$ cat config.mk
export PLATFORM = sky130hd
export DESIGN_NAME = dfm_gate_ctl_flat
export DESIGN_NICKNAME = d
export VERILOG_FILES = /design/src/rtl/dfm_gate_ctl_if.sv /design/src/rtl/dfm_gate_ctl.sv /design/src/flat_wrapper.sv
export SDC_FILE = /design/constraint.sdc
export NUM_CORES = 1
export LEC_CHECK = 0
export ABC_AREA = 1
export CORE_ASPECT_RATIO = 0.6
export CORE_UTILIZATION = 45
export CTS_CLUSTER_DIAMETER = 50
export CTS_CLUSTER_SIZE = 28
export DETAILED_ROUTE_END_ITERATION = 10
export GPL_TIMING_DRIVEN = 0
export PLACE_DENSITY = 0.66
export SKIP_LAST_GASP = 1
export SLEW_MARGIN = 40
export SYNTH_ARGS = -nofsm -noshare
export SYNTH_HDL_FRONTEND = slang
export SYNTH_SLANG_ARGS = --single-unit
$ cat constraint.sdc
create_clock -name clk_i -period 4.4 [get_ports clk_i]
set_clock_uncertainty 0.15 [all_clocks]
set_input_delay 1.1 -clock clk_i [delete_from_list [all_inputs] [get_ports clk_i]]
set_output_delay 1.1 -clock clk_i [all_outputs]
set_load 0.05 [all_outputs]
$ cat src/rtl/dfm_gate_ctl_if.sv
// Control and register-file bulk-write bundle of the frequency-meter gate sequencer.
// master: software/register-file side, slave: dfm_gate_ctl.
interface dfm_gate_ctl_if;
    logic        start_i;
    logic [31:0] gate_time_i;
    logic        busy_o;
    logic        done_o;
    logic        timeout_o;
    logic        reg_wr_en_o;
    logic [2:0]  reg_wr_addr_o;
    logic [95:0] reg_wr_data_o;

    modport master (
        output start_i, gate_time_i,
        input  busy_o, done_o, timeout_o, reg_wr_en_o, reg_wr_addr_o, reg_wr_data_o
    );

    modport slave (
        input  start_i, gate_time_i,
        output busy_o, done_o, timeout_o, reg_wr_en_o, reg_wr_addr_o, reg_wr_data_o
    );
endinterface

$ cat src/rtl/dfm_gate_ctl.sv
// Reciprocal-counting measurement sequencer: one gated measurement per start, result
// written as {high_cnt, sig_cnt, ref_cnt} at address 3'b100. Optional watchdog: DFM_TIMEOUT_EN.
module dfm_gate_ctl #(
    parameter int unsigned SYNC_STAGES = 2,
    parameter int unsigned CNT_WIDTH   = 32
) (
    input  logic          clk_i,
    input  logic          rst_i,
    input  logic          sig_i,
    dfm_gate_ctl_if.slave bus
);

    typedef enum logic [1:0] {IDLE, ARM, MEAS, WRITE} state_t;

    state_t state_q, state_d;

    logic [SYNC_STAGES-1:0] sync_q, sync_d;
    logic                   sig_s, sig_s_d_q, sig_s_d_d, rise_s;

    logic [31:0]          gt_q, gt_d;
    logic [CNT_WIDTH-1:0] ref_q, ref_d, sig_cnt_q, sig_cnt_d, high_q, high_d;
    logic [CNT_WIDTH-1:0] ref_inc;
    logic                 close, expire, abort;

    logic        busy_q, busy_d;
    logic        done_q, done_d;
    logic        timeout_q, timeout_d;
    logic        wr_en_q, wr_en_d;
    logic [2:0]  wr_addr_q, wr_addr_d;
    logic [95:0] wr_data_q, wr_data_d;

    function automatic logic [CNT_WIDTH-1:0] sat_inc(input logic [CNT_WIDTH-1:0] v);
        return (&v) ? v : v + 1'b1;
    endfunction

    assign sync_d    = {sync_q[SYNC_STAGES-2:0], sig_i};
    assign sig_s     = sync_q[SYNC_STAGES-1];
    assign sig_s_d_d = sig_s;
    assign rise_s    = sig_s & ~sig_s_d_q;

    assign ref_inc = sat_inc(ref_q);
    assign close   = (state_q == MEAS) && rise_s && (ref_inc >= gt_q);

`ifdef DFM_TIMEOUT_EN
    logic [33:0] wd_q, wd_d;

    always_comb begin
        wd_d = wd_q;
        if (state_q == IDLE) begin
            wd_d = '0;
        end else if (state_q == ARM || state_q == MEAS) begin
            wd_d = wd_q + 34'd1;
        end
    end

    // Fires on the cycle whose increment makes the watchdog equal 4*gt_q.
    assign expire = (state_q == ARM || state_q == MEAS) && ((wd_q + 34'd1) >= {gt_q, 2'b00});

    always_ff @(posedge clk_i) begin
        if (rst_i) begin
            wd_q <= '0;
        end else begin
            wd_q <= wd_d;
        end
    end
`else
    assign expire = 1'b0;
`endif

    assign abort = expire && !close;

    // Next-state logic
    always_comb begin
        state_d = state_q;
        case (state_q)
            IDLE:  if (bus.start_i) state_d = ARM;
            ARM: begin
                if (expire)      state_d = WRITE;
                else if (rise_s) state_d = MEAS;
            end
            MEAS:  if (close || expire) state_d = WRITE;
            WRITE: state_d = IDLE;
            default: state_d = IDLE;
        endcase
    end

    // Gate latch and measurement counters
    always_comb begin
        gt_d      = gt_q;
        ref_d     = ref_q;
        sig_cnt_d = sig_cnt_q;
        high_d    = high_q;
        case (state_q)
            IDLE: begin
                if (bus.start_i) gt_d = (bus.gate_time_i == '0) ? 32'd1 : bus.gate_time_i;
            end
            ARM: begin
                if (rise_s) begin
                    ref_d     = '0;
                    sig_cnt_d = '0;
                    high_d    = '0;
                end
            end
            MEAS: begin
                ref_d = ref_inc;
                if (rise_s) sig_cnt_d = sat_inc(sig_cnt_q);
                if (sig_s)  high_d    = sat_inc(high_q);
            end
            default: ;
        endcase
    end

    // Outputs are computed from the next state so they register alongside it.
    always_comb begin
        busy_d    = (state_d != IDLE);
        wr_en_d   = (state_d == WRITE);
        done_d    = wr_en_d;
        timeout_d = wr_en_d && abort;
        wr_addr_d = wr_en_d ? 3'b100 : 3'b000;
        wr_data_d = wr_data_q;
        if (wr_en_d) begin
            wr_data_d = abort ? '0 : {high_d, sig_cnt_d, ref_d};
        end
    end

    always_ff @(posedge clk_i) begin
        if (rst_i) begin
            state_q   <= IDLE;
            sync_q    <= '0;
            sig_s_d_q <= 1'b0;
            gt_q      <= '0;
            ref_q     <= '0;
            sig_cnt_q <= '0;
            high_q    <= '0;
            busy_q    <= 1'b0;
            done_q    <= 1'b0;
            timeout_q <= 1'b0;
            wr_en_q   <= 1'b0;
            wr_addr_q <= '0;
            wr_data_q <= '0;
        end else begin
            state_q   <= state_d;
            sync_q    <= sync_d;
            sig_s_d_q <= sig_s_d_d;
            gt_q      <= gt_d;
            ref_q     <= ref_d;
            sig_cnt_q <= sig_cnt_d;
            high_q    <= high_d;
            busy_q    <= busy_d;
            done_q    <= done_d;
            timeout_q <= timeout_d;
            wr_en_q   <= wr_en_d;
            wr_addr_q <= wr_addr_d;
            wr_data_q <= wr_data_d;
        end
    end

    assign bus.busy_o        = busy_q;
    assign bus.done_o        = done_q;
    assign bus.timeout_o     = timeout_q;
    assign bus.reg_wr_en_o   = wr_en_q;
    assign bus.reg_wr_addr_o = wr_addr_q;
    assign bus.reg_wr_data_o = wr_data_q;

endmodule

$ cat src/flat_wrapper.sv
// flat-port wrapper written by rule: the top's interface ports become plain ports
module dfm_gate_ctl_flat 
#(
    parameter int unsigned SYNC_STAGES = 2,
    parameter int unsigned CNT_WIDTH   = 32
)
  (clk_i, rst_i, sig_i, bus_start_i, bus_gate_time_i, bus_busy_o, bus_done_o, bus_timeout_o, bus_reg_wr_en_o, bus_reg_wr_addr_o, bus_reg_wr_data_o);
  dfm_gate_ctl_if bus_i ();
  input  logic clk_i;
  input  logic rst_i;
  input  logic sig_i;
  input wire logic [$bits(bus_i.start_i)-1:0] bus_start_i;
  input wire logic [$bits(bus_i.gate_time_i)-1:0] bus_gate_time_i;
  output wire logic [$bits(bus_i.busy_o)-1:0] bus_busy_o;
  output wire logic [$bits(bus_i.done_o)-1:0] bus_done_o;
  output wire logic [$bits(bus_i.timeout_o)-1:0] bus_timeout_o;
  output wire logic [$bits(bus_i.reg_wr_en_o)-1:0] bus_reg_wr_en_o;
  output wire logic [$bits(bus_i.reg_wr_addr_o)-1:0] bus_reg_wr_addr_o;
  output wire logic [$bits(bus_i.reg_wr_data_o)-1:0] bus_reg_wr_data_o;
  assign bus_i.start_i = bus_start_i;
  assign bus_i.gate_time_i = bus_gate_time_i;
  assign bus_busy_o = bus_i.busy_o;
  assign bus_done_o = bus_i.done_o;
  assign bus_timeout_o = bus_i.timeout_o;
  assign bus_reg_wr_en_o = bus_i.reg_wr_en_o;
  assign bus_reg_wr_addr_o = bus_i.reg_wr_addr_o;
  assign bus_reg_wr_data_o = bus_i.reg_wr_data_o;
  dfm_gate_ctl #(.SYNC_STAGES(SYNC_STAGES), .CNT_WIDTH(CNT_WIDTH)) u_core (.clk_i(clk_i), .rst_i(rst_i), .sig_i(sig_i), .bus(bus_i));
endmodule
After elaboration in Yosys (flattened, before gate mapping)
Index checks and enable logic that the tools add are counted.

storage, ports and cells
  flip-flop bits (word level) = 234
  output and inout port bits = 103
  input bits = 36
  logic and storage cells = 47

operators by class
  bitwise logic cells = 2
  $add $sub $neg = 3
  $lt $le $gt $ge = 1
  reductions and logical operators = 9
  eq/ne operators = 4
  mux-type cells = 17

operators with widths
  operator               number
  $mux 32                9
  $pmux 32 s2            3
  $add 32x1->32 const B  3
  $reduce_and 32->1      3
  $ge 32x32->1           1
  $logic_not 32->1       1
  $pmux 2 s4             1
  $eq 2x2->1 const B     3
  $mux 2                 3
  $mux 3                 1
  $eq 2x1->1 const B     1
  $logic_and 1x1->1      2
  $logic_not 2->1        1
  $reduce_and 2->1       1
  $reduce_bool 2->1      1
  $and 1x1->1            1
  $not 1->1              1

Longest topological paths before layout
Gate-level depths: netlist (run 1).

  depth after elaboration = 8
  depth in mapped cells = 29

Worst setup path before layout (run 1)
Ideal clock, no wire load.

  path kind = register -> register
  from = register u_core.ref_q[0]
  to = register u_core.wr_data_q[68] (netlist: u_core.bus.reg_wr_data_o[68])
  path slack = 1134 ps
  buffers on the path = 3
  clock period less this slack = 3266 ps
  arrival = 2999 ps
  cell stages (with the launch flop) = 25
  cell sequence = dfxtp_1 -> ha_1 -> nand3_1 -> inv_2 -> nand2_1 -> nor2_1 -> nand2_1 -> buf_2 -> nand2_1 -> ha_1 -> a21o_1 -> nor2_1 -> nand2_1 -> nor2_1 -> nand2_1 -> nand2_1 -> nand2_1 -> nand2_1 -> nand2_1 -> nand2_1 -> nand2_2 -> buf_6 -> buf_2 -> a21oi_1 -> nor2_2

between the ends
  cells in the longest elaborated chain, start to end = 7
  elaborated cells on any way between the ends = 8
  those cells by class = add/sub: 1; order compare: 1; eq/ne: 1; mux: 3; reduce/logical: 2

RTL lines
  item                                                       RTL line             RTL
  start, declared                                            dfm_gate_ctl.sv:21   logic [CNT_WIDTH-1:0] ref_q, ref_d, sig_cnt_q, sig_cnt_d, high_q, high_d;
  start signal, assigned                                     dfm_gate_ctl.sv:146  ref_q <= ref_d;
  $add 32x1->32 / $reduce_and 32->1 (equally long branches)  dfm_gate_ctl.sv:33   return (&v) ? v : v + 1'b1;
  $mux 32 (*)                                                dfm_gate_ctl.sv:33
  $ge 32x32->1 (*)                                           dfm_gate_ctl.sv:42   assign close = (state_q == MEAS) && rise_s && (ref_inc >= gt_q);
  $logic_and 1x1->1 (*)                                      dfm_gate_ctl.sv:42
  $mux 2 (*)                                                 dfm_gate_ctl.sv:81   MEAS: if (close || expire) state_d = WRITE;
  $pmux 2 s4 (*)                                             dfm_gate_ctl.sv:75   case (state_q)
  $eq 2x2->1 (*)                                             dfm_gate_ctl.sv:116  wr_en_d = (state_d == WRITE);
  end signal, assigned                                       dfm_gate_ctl.sv:154  wr_data_q <= wr_data_d;
  end, declared                                              dfm_gate_ctl.sv:30   logic [95:0] wr_data_q, wr_data_d;

Mark *: on every way between the ends. The rest lies on a longest branch, timed or not.
A chain may end at the register's enable or synchronous reset.

Final worst setup path (run 1)
  from = register u_core.ref_q[3]
  to = register u_core.wr_data_q[35] (netlist: u_core.bus.reg_wr_data_o[35])

Same word-level chain as after synthesis.

==> impl_metrics.yaml, run 1 <==
sta:
  min_period_over_period_pct: 95.7
  maxSlewViolCount: 0
  min_period_ns: 4.21
  final_hold_viol_count: 0
  setup_slack_ns: 0.191
  setup_viol: 0
  tightest_slew_ns: 0.921
  timing.fmax_mhz: 238
  relSlewSlack_pct: 38.6
  rsz0062_at_grt: "no"
cts:
  cts.sinks: 231
  postCtsHoldBufs: 0
  cts_tree: "done"
  cts_max_path_buffers: 3
  root_buffer: "clkbuf_16"
  clock_latency_ns: 0.57
  clk_pin_slew_ns: 0.10
  cts_max_level: 1
  cts_inserted_buffers: 22
  post_cts_buffers: 0
layout:
  diodes: 0
  fillerInstances: 3005
  layout-drive-gt1-share_pct: 7.93
  regArea_um2: 4630
  area_growth_pct: 20.5
  nets: 2391
  multi_input_area_um2: 7800
setup_path:
  cpMostUsedCell: "nand2_1"
  endpoint_kind: "flip-flop"
  required_ns: 4.69
  crit_family: "simple AND/OR/NAND/NOR gates"
  critical-path-max-stage-delay_ns: 0.44
  cpMaxStageDelayCell: "buf_2"
  critical_path_class: "reg -> reg"
  crit_path_start_kind: "flip-flop"
  crit_start: "u_core.ref_q[3]$_SDFF_PP0_"
  path_cells: "nand2_1 > nor2_1 > nand2_1 > nor2_2 > xor2_1 > nand2_1 > ha_1 > nand2_1 > nor2_1 > nand2_1 > nor2_1 > nor2_1 > nand2_1 > nand2_1 > nand2_1 > nand2_1 > nand2_1 > nand2_1 > nand2_4 > buf_2 > nand3_1 > nand2_1 > nor2_1"
  r2r_start: "u_core.ref_q[3]$_SDFF_PP0_"
  arrival_ns: 4.50
  crit_fanout: 10
  crit_buf_inv: 1
global_route:
  grtUsageTotal_pct: 33.0
  antenna_found_initial: 0
  grt_max_degree: 29
  grt_pass1_vias: 12800
  grt_pass1_wl_mm: 76.9
  overflow: 0
synth:
  netlist_instances: 2157
  synth_cell_types: 52
  synth_warnings: 0
  synth_common_cells: "561 x nand2_1, 346 x nor2_1, 231 x dfxtp_1, 202 x inv_1, 193 x nand3_1"
  yosysMostFrequentCell: "nand2_1"
  synth_largest_area_cell: "dfxtp_1"
  async_reset_ff_share_pct: 0
  synthFlopType: "dfxtp_1"
  syn_area_per_cell_um2: 6.36
  yosys-top-cells-area: "dfxtp_1 34%, nand2_1 15%, nor2_1 9.5%, nand3_1 7.0%, inv_1 5.5%"
  ys_ff_latch: 231
  synth_edf_count: 0
  yosysSeqAreaShare_pct: 33.7
  syn_area_um2: 13700
  yosys.area.top_type_share_pct: 33.7
power_and_ir_drop:
  p_leak_nw: 6.76
  p_per_area_nw_per_um2: 319
  fin_total_pwr_mw: 5.27
  ir_drop_mv: 0.294
drt:
  wirelength_mm: 51.9
  drt_iter0_drc: 1580
  drc: 0
  vias: 14900
  drtAntennaViolNets: 0
  viasPerCell: 5.43
  dr.pass1.iters: 7
  avgRoutedWirePerCell_um: 18.9
floorplan:
  core_um2: 30000
  start_util_pct: 45.8
  num_rows: 49
  dieWidth_um: 227
  die_height_um: 137
  io_pins: 139
  die_area_um2: 31200
placed_design:
  hpwl_mm: 40.3
  portBuffers: 134
  place_congestion: 1.03
  dp_slack_ns: -0.422
min_path:
  hold_path_startpoint: "u_core.sync_q[0]$_SDFF_PP0_"
  hold_path.class: "reg -> reg"
outcome:
  status: "completed"
job:
  max-cap-violations: 0
==> per-stage QoR <==
step	instance area [um2]	setup TNS, ns	utilization (%)	hold WS (ns)	cells
after floorplan	13700	0	-	0.238	2159
after global placement	15600	-8.68	52.0	0.247	2701
after detailed placement	15600	-10.66	52.0	0.257	2701
after CTS	16500	0	54.9	0.270	2740
after global routing	16500	0	55.2	0.277	2740
final	16500	0	55.2	0.267	2740
==> path summary, 6_finish.rpt <==
check	end	slack, ns	depth (start not counted)
max	u_core.bus.reg_wr_data_o[35]$_SDFFE_PP0N_	0.19	23
min	u_core.sync_q[1]$_SDFF_PP0_	0.27	2
max reg2reg	u_core.bus.reg_wr_data_o[35]$_SDFFE_PP0N_	0.19	23
min reg2reg	u_core.sync_q[1]$_SDFF_PP0_	0.27	2
==> logic make-up (layout without fill, tap and decap cells) <==
logic type,count (synthesis),after routing,share of synthesized area [%]
AOI/OAI and AO/OA,289,289,12.0
xor gates and xnor gates,50,50,3.19
adders and majority gates,39,39,3.56
buffers and inverters,334,507,10.0
DFF,231,231,33.7
other,1,3,0.0273
and+or+nand+nor,1213,1213,37.5
==> state kept, by name, indices dropped and copies added, names as in the netlist <==
register	cells
u_core.bus.busy_o	1
u_core.bus.reg_wr_addr_o	1
u_core.bus.reg_wr_data_o	96
u_core.gt_q	32
u_core.high_q	32
u_core.ref_q	32
u_core.sig_cnt_q	32
u_core.sig_s_d_q	1
u_core.state_q	2
u_core.sync_q	2
==> tightest hold or removal path, stage by stage (launching register included) <==
cell and delay (ns):
dfxtp_1 0.31, inv_1 0.04, nor2_1 0.03
==> report_power, final <==
group,leakage [nW],switching (mW),internal (mW)
clock network,0.414,1.16,1.09
registers,1.88,0.0535,2.16
logic,4.47,0.567,0.237
total,6.76,1.78,3.49
==> area by class of cell <==
class / count / share of cell area [%]
clock buffers: 24 / 3.50
well taps: 408 / 3.09
clock inverters: 16 / 1.71
multi-input cells: 1594 / 47.2
plain buffers: 117 / 3.54
inverters: 216 / 4.90
repair buffers: 134 / 8.11
flip-flops and latches: 231 / 28.0
==> per-layer routing <==
layer	wire (um)	vias to the layer above	GRT usage (%)
met5	0	-	0
met4	977	0	6.64
met3	5310	52	7.44
met2	18900	661	42.1
met1	26700	6940	53.6
li1	-	7237	-
==> placed cells by master, fill, tap and decap left out, types with 6 or more instances in the layout <==
| cell type | instances |
|---|---|
| buf_4 | 10 |
| clkbuf_1 | 50 |
| nand2_1 | 558 |
| a22oi_1 | 29 |
| nand2_2 | 12 |
| o21ai_0 | 66 |
| nor2_1 | 339 |
| nor2_2 | 22 |
| nand3_2 | 7 |
| nor2_4 | 7 |
| a211oi_1 | 8 |
| a21oi_1 | 139 |
| inv_1 | 202 |
| nand4_1 | 28 |
| clkbuf_16 | 23 |
| nor3_1 | 25 |
| o21ai_1 | 13 |
| o211ai_1 | 6 |
| o21bai_1 | 6 |
| buf_1 | 7 |
| dfxtp_1 | 229 |
| buf_2 | 39 |
| nand3_1 | 191 |
| ha_1 | 38 |
| xnor2_1 | 10 |
| xor2_1 | 40 |
| clkdlybuf4s50_1 | 134 |
| inv_2 | 12 |
==> what timing repair did <==
| action | 4_1_cts | 5_1_grt |
|---|---|---|
| setup endpoints to repair | 94 | 97 |
| pin swaps | 0 | 0 |
| gates resized for setup | 7 | 19 |
No activity file was read; power rests on OpenSTA's default activity.
==> run 2, diff against run 1 <==
--- a/config.mk
+++ b/config.mk
@@ -6,13 +6,13 @@
 export NUM_CORES = 1
 export LEC_CHECK = 0
 export ABC_AREA = 1
-export CORE_ASPECT_RATIO = 0.6
 export CORE_UTILIZATION = 45
 export CTS_CLUSTER_DIAMETER = 50
 export CTS_CLUSTER_SIZE = 28
 export DETAILED_ROUTE_END_ITERATION = 10
 export GPL_TIMING_DRIVEN = 0
 export PLACE_DENSITY = 0.66
+export SETUP_SLACK_MARGIN = 0.2
 export SKIP_LAST_GASP = 1
 export SLEW_MARGIN = 40
 export SYNTH_ARGS = -nofsm -noshare
==> run 2 against run 1 <==
Net effect: routed wire length shrank 7.5%; via count decreased by 1.5%; worst hold slack got worse by 0.014 ns; sequential cell count did not move; clock-buffer cell count increased by 9; critical path depth increased by 2; total power rose by 6.7%; global-route usage shrank 2.6 points; sequential power about the same; maximum frequency is 5.5% higher.
==> impl_metrics.yaml, run 2 (synthesis results as in run 1) <==
cts:
  root_buffer: "clkbuf_16"
  clk_pin_slew_ns: 0.07
  cts_tree: "done"
  cts_max_level: 1
  clock_latency_ns: 0.57
  cts.sinks: 231
  cts_inserted_buffers: 30
  cts_max_path_buffers: 3
drt:
  drt_iter0_drc: 1221
  drc: 0
  drtAntennaViolNets: 0
  vias: 14700
  dr.pass1.iters: 5
  viasPerCell: 5.35
  wirelength_mm: 48.0
  avgRoutedWirePerCell_um: 17.5
sta:
  min_period_ns: 3.99
  final_hold_viol_count: 0
  rsz0062_at_grt: "no"
  maxSlewViolCount: 0
  relSlewSlack_pct: 44.4
  timing.fmax_mhz: 251
  tightest_slew_ns: 0.834
  min_period_over_period_pct: 90.7
  setup_viol: 0
  setup_slack_ns: 0.411
global_route:
  grt_pass1_wl_mm: 74.2
  antenna_found_initial: 0
  grt_max_degree: 18
  grtUsageTotal_pct: 30.3
  overflow: 0
  grt_pass1_vias: 13900
power_and_ir_drop:
  fin_total_pwr_mw: 5.62
  p_leak_nw: 6.89
  ir_drop_mv: 0.303
  p_per_area_nw_per_um2: 335
setup_path:
  critical_path_class: "reg -> reg"
  reg2reg_slack_ns: 0.41
  required_ns: 4.70
  endpoint_kind: "flip-flop"
  crit_fanout: 10
  arrival_ns: 4.29
  crit_path_start_kind: "flip-flop"
min_path:
  hold_path.class: "reg -> reg"
floorplan:
  start_util_pct: 46.1
  die_area_um2: 31200
  dieWidth_um: 177
  die_height_um: 177
  num_rows: 63
  io_pins: 139
  core_um2: 29800
job:
  max-cap-violations: 0
layout:
  largest_reg_flops: 96
  fillerInstances: 3024
  nets: 2403
  final_cell_mix: "561 x nand2_1, 343 x nor2_1, 229 x dfxtp_1, 202 x inv_1, 192 x nand3_1"
  final_common_cell: "nand2_1"
  layout-drive-gt1-share_pct: 8.33
  diodes: 0
  area_growth_pct: 22.1
placed_design:
  dp_slack_ns: -0.125
  portBuffers: 134
  hpwl_mm: 36.8
  place_congestion: 1.00
outcome:
  status: "completed"
==> run 2: cell count changes in the layout (fill, tap and decap cells not counted), sizes merged <==
| cell | before | now |
|---|---|---|
| buf | 61 | 62 |
| bufinv | 0 | 1 |
| clkbuf | 80 | 92 |
| clkinv | 7 | 13 |
| clkinvlp | 0 | 2 |
| inv | 225 | 223 |
==> run 2: area by class of cell <==
type                       instances  area (um2)  share of cell area, %
clock buffer                      33         793                   4.73
multi-input combinational       1594        7780                   46.4
tap                              390         488                   2.91
buffer                           118         598                   3.57
inverter                         216         811                   4.84
timing repair buffer             137        1360                   8.14
clock inverter                    23         300                   1.79
sequential                       231        4630                   27.6
==> run 2: stage by stage <==
stage / cell area [um2] / hold slack (ns) / setup TNS [ns] / util (%) / cells
final: 16800 / 0.253 / 0 / 56.3 / 2742
after global routing: 16800 / 0.267 / 0 / 56.3 / 2742
after CTS: 16700 / 0.254 / 0 / 56.0 / 2739
after detailed placement: 15600 / 0.243 / -2.69 / 52.2 / 2683
after global placement: 15600 / 0.248 / -2.78 / 52.2 / 2683
after floorplan: 13700 / 0.238 / 0 / - / 2159
==> run 2: critical path: stages, from the launching register on <==
cell and delay (ns):
dfxtp_2 0.41, ha_4 0.20, nand3_2 0.12, inv_2 0.07, nand2_1 0.16, nor2_4 0.19, nand2_1 0.15, buf_4 0.22
nand2_1 0.14, ha_1 0.27, a21oi_1 0.16, nor2_1 0.05, nor2_1 0.10, nand2_1 0.14, nand2_1 0.09, nand2_1 0.06
nand2_1 0.05, nand2_1 0.13, nand2_1 0.09, nand2_1 0.05, nand2_1 0.12, nand2_4 0.12, buf_8 0.22, buf_2 0.20
a21oi_1 0.17, nor2_2 0.06
==> run 2: final timing paths <==
check                                            startpoint  depth (start not counted)                                         to
worst max register to register   u_core.ref_q[0]$_SDFF_PP0_                         25  u_core.bus.reg_wr_data_o[78]$_SDFFE_PP0N_
worst min register to register  u_core.sync_q[0]$_SDFF_PP0_                          2                u_core.sync_q[1]$_SDFF_PP0_
worst max-delay path             u_core.ref_q[0]$_SDFF_PP0_                         25  u_core.bus.reg_wr_data_o[78]$_SDFFE_PP0N_
worst min-delay path            u_core.sync_q[0]$_SDFF_PP0_                          2                u_core.sync_q[1]$_SDFF_PP0_
==> run 2: per-layer routing <==
| layer | vias to the layer above | GRT usage [%] | wire, um |
|---|---|---|---|
| met5 | - | 0 | 0 |
| met1 | 6839 | 38.3 | 21000 |
| met4 | 0 | 9.88 | 1520 |
| met2 | 486 | 52.7 | 22600 |
| li1 | 7255 | - | - |
| met3 | 93 | 4.34 | 2900 |
==> run 2: power by group <==
group	internal [mW]	switching [mW]
clock	1.45	1.16
combinational	0.243	0.553
sequential	2.16	0.0535
total	3.85	1.77
==> run 2: what timing repair did <==
item | CTS | global route
buffers inserted | 0 | 3
hold buffers | 0 | 0
setup endpoints to repair | 97 | 97
gates resized for setup | 6 | 19
==> run 3, diff against run 2 <==
--- a/config.mk
+++ b/config.mk
@@ -6,13 +6,15 @@
 export NUM_CORES = 1
 export LEC_CHECK = 0
 export ABC_AREA = 1
-export CORE_UTILIZATION = 45
+export CORE_UTILIZATION = 56
 export CTS_CLUSTER_DIAMETER = 50
 export CTS_CLUSTER_SIZE = 28
 export DETAILED_ROUTE_END_ITERATION = 10
 export GPL_TIMING_DRIVEN = 0
-export PLACE_DENSITY = 0.66
+export HOLD_SLACK_MARGIN = 0.08
+export PLACE_DENSITY = 0.79
 export SETUP_SLACK_MARGIN = 0.2
+export SKIP_CTS_REPAIR_TIMING = 1
 export SKIP_LAST_GASP = 1
 export SLEW_MARGIN = 40
 export SYNTH_ARGS = -nofsm -noshare
==> run 3 against run 2 <==
Net effect: sequential cell count did not move; sequential share of layout area rose by 0.39 points; combinational power rose by 0.9%; design area fell by 1.3%; largest power group unchanged.
==> impl_metrics.yaml, run 3 (synthesis results as in run 1) <==
outcome:
  status: "completed"
setup_path:
  crit_path_start_kind: "flip-flop"
  arrival_ns: 4.27
  crit_fanout: 10
  critical-path-max-stage-delay_ns: 0.41
  path_cells: "nand2_1 > nor2_1 > nand2_1 > nor2_1 > nand2_1 > xor2_1 > nand2_1 > ha_1 > nand2_1 > nor2_1 > nand4_1 > a21oi_1 > nor2_1 > nand2_1 > nand2_1 > nand2_1 > nand2_1 > nand2_4 > buf_6 > clkbuf_4 > nand3_1 > nand2_1 > nor2_1"
  critical_path_class: "reg -> reg"
  cpMostUsedCell: "nand2_1"
  endpoint_kind: "flip-flop"
  required_ns: 4.71
  cpMaxStageDelayCell: "dfxtp_1"
sta:
  fin_hold_ws_ns: 0.254
  min_period_over_period_pct: 90.0
  min_period_ns: 3.96
  final_hold_viol_count: 0
  rsz0062_at_grt: "no"
  setup_viol: 0
  setup_slack_ns: 0.441
  timing.fmax_mhz: 253
  relSlewSlack_pct: 43.2
  fin_setup_tns_ns: 0
  tightest_slew_ns: 0.852
  maxSlewViolCount: 0
layout:
  area_growth_pct: 20.5
  multi_input_area_um2: 7790
  nets: 2401
  final_common_cell: "nand2_1"
  fillerInstances: 2130
  regArea_um2: 4630
  largest_reg_flops: 96
  diodes: 0
  final_util_pct: 69.6
  layout-drive-gt1-share_pct: 8.23
  final_cell_mix: "560 x nand2_1, 343 x nor2_1, 227 x dfxtp_1, 202 x inv_1, 192 x nand3_1"
  fin_cells: 2665
  finish.instance_area_um2: 16500
cts:
  cts_max_path_buffers: 3
  root_buffer: "clkbuf_16"
  cts.sinks: 231
  cts_tree: "done"
  cts_max_level: 1
  clock_latency_ns: 0.57
  clk_pin_slew_ns: 0.07
  cts_inserted_buffers: 27
global_route:
  grt_pass1_vias: 14000
  antenna_found_initial: 0
  grt_pass1_wl_mm: 72.9
  grt_max_degree: 18
  overflow: 0
  grtUsageTotal_pct: 37.6
floorplan:
  num_rows: 56
  core_um2: 23800
  start_util_pct: 57.8
  die_area_um2: 25100
  die_height_um: 159
  io_pins: 139
  dieWidth_um: 159
power_and_ir_drop:
  ir_drop_mv: 0.468
  p_per_area_nw_per_um2: 328
  clkPwrFrac_pct: 44.4
  switchingPower_mw: 1.68
  power_frac_comb_pct: 14.8
  p_int_mw: 3.74
  switching_share_pct: 31.0
  p_seq_share_pct: 40.8
  p_leak_nw: 6.82
  fin_total_pwr_mw: 5.42
drt:
  met1_length_mm: 19.1
  wl_met3_mm: 3.46
  viasPerCell: 5.64
  vias: 15000
  wirelength_mm: 47.1
  dr.pass1.iters: 6
  top_layer_used: "met4"
  wl_met2_mm: 21.7
  drtAntennaViolNets: 0
  drc: 0
  avgRoutedWirePerCell_um: 17.7
  drt_iter0_drc: 1402
placed_design:
  portBuffers: 134
  place_congestion: 0.995
  dp.cells: 2612
  hpwl_mm: 35.7
  place_area_um2: 15500
  dp_slack_ns: -0.132
min_path:
  hold_path.class: "reg -> reg"
job:
  max-cap-violations: 0
## run 3: cell count changes in the layout (fill, tap and decap cells not counted), moves of 3 or more
| cell | previous run | this run |
|---|---|---|
| clkbuf_16 | 31 | 27 |
| clkinv_4 | 5 | 1 |
| clkinv_8 | 6 | 2 |
| buf_2 | 36 | 39 |
## run 3: area by class of cell
| class | instances | share of cell area, % |
|---|---|---|
| inverters | 216 | 4.90 |
| repair buffers | 138 | 8.29 |
| well taps | 319 | 2.41 |
| clock buffers | 30 | 4.27 |
| multi-input cells | 1594 | 47.1 |
| plain buffers | 118 | 3.52 |
| clock inverters | 19 | 1.51 |
| flip-flops and latches | 231 | 28.0 |
## run 3: final timing paths
kind / startpoint / end / slack, ns / cells past startpoint
setup / recovery: u_core.ref_q[3]$_SDFF_PP0_ / u_core.bus.reg_wr_data_o[21]$_SDFFE_PP0N_ / 0.44 / 23
hold / removal: u_core.sync_q[0]$_SDFF_PP0_ / u_core.sync_q[1]$_SDFF_PP0_ / 0.25 / 2
setup reg to reg: u_core.ref_q[3]$_SDFF_PP0_ / u_core.bus.reg_wr_data_o[21]$_SDFFE_PP0N_ / 0.44 / 23
hold reg to reg: u_core.sync_q[0]$_SDFF_PP0_ / u_core.sync_q[1]$_SDFF_PP0_ / 0.25 / 2
## run 3: worst max-delay path, delay by kind of cell (launching register included)
family	cells	cell delay (ns)
simple gates	18	2.17
compound gates	1	0.20
xor+xnor	1	0.14
flops	1	0.41
fa+ha+maj	1	0.28
buf+inv	2	0.49
## run 3: metal layers
metal  GRT usage (%)  vias to the layer above
li1                -                     7252
met1            44.9                     6976
met2            63.7                      644
met3            6.02                      162
met4            21.9                        0
met5               0                        -
## run 3: power by group through the flow
| stage | logic [mW] | registers (mW) | clock network [mW] |
|---|---|---|---|
| 2_1_floorplan | 0.447 | 2.31 | 0 |
| 3_3_place_gp | 0.752 | 2.26 | 0 |
| 3_5_place_dp | 0.772 | 2.26 | 0 |
| 4_1_cts | 0.778 | 2.21 | 2.40 |
| 5_1_grt | 0.871 | 2.22 | 2.49 |
| 6_report | 0.803 | 2.21 | 2.41 |
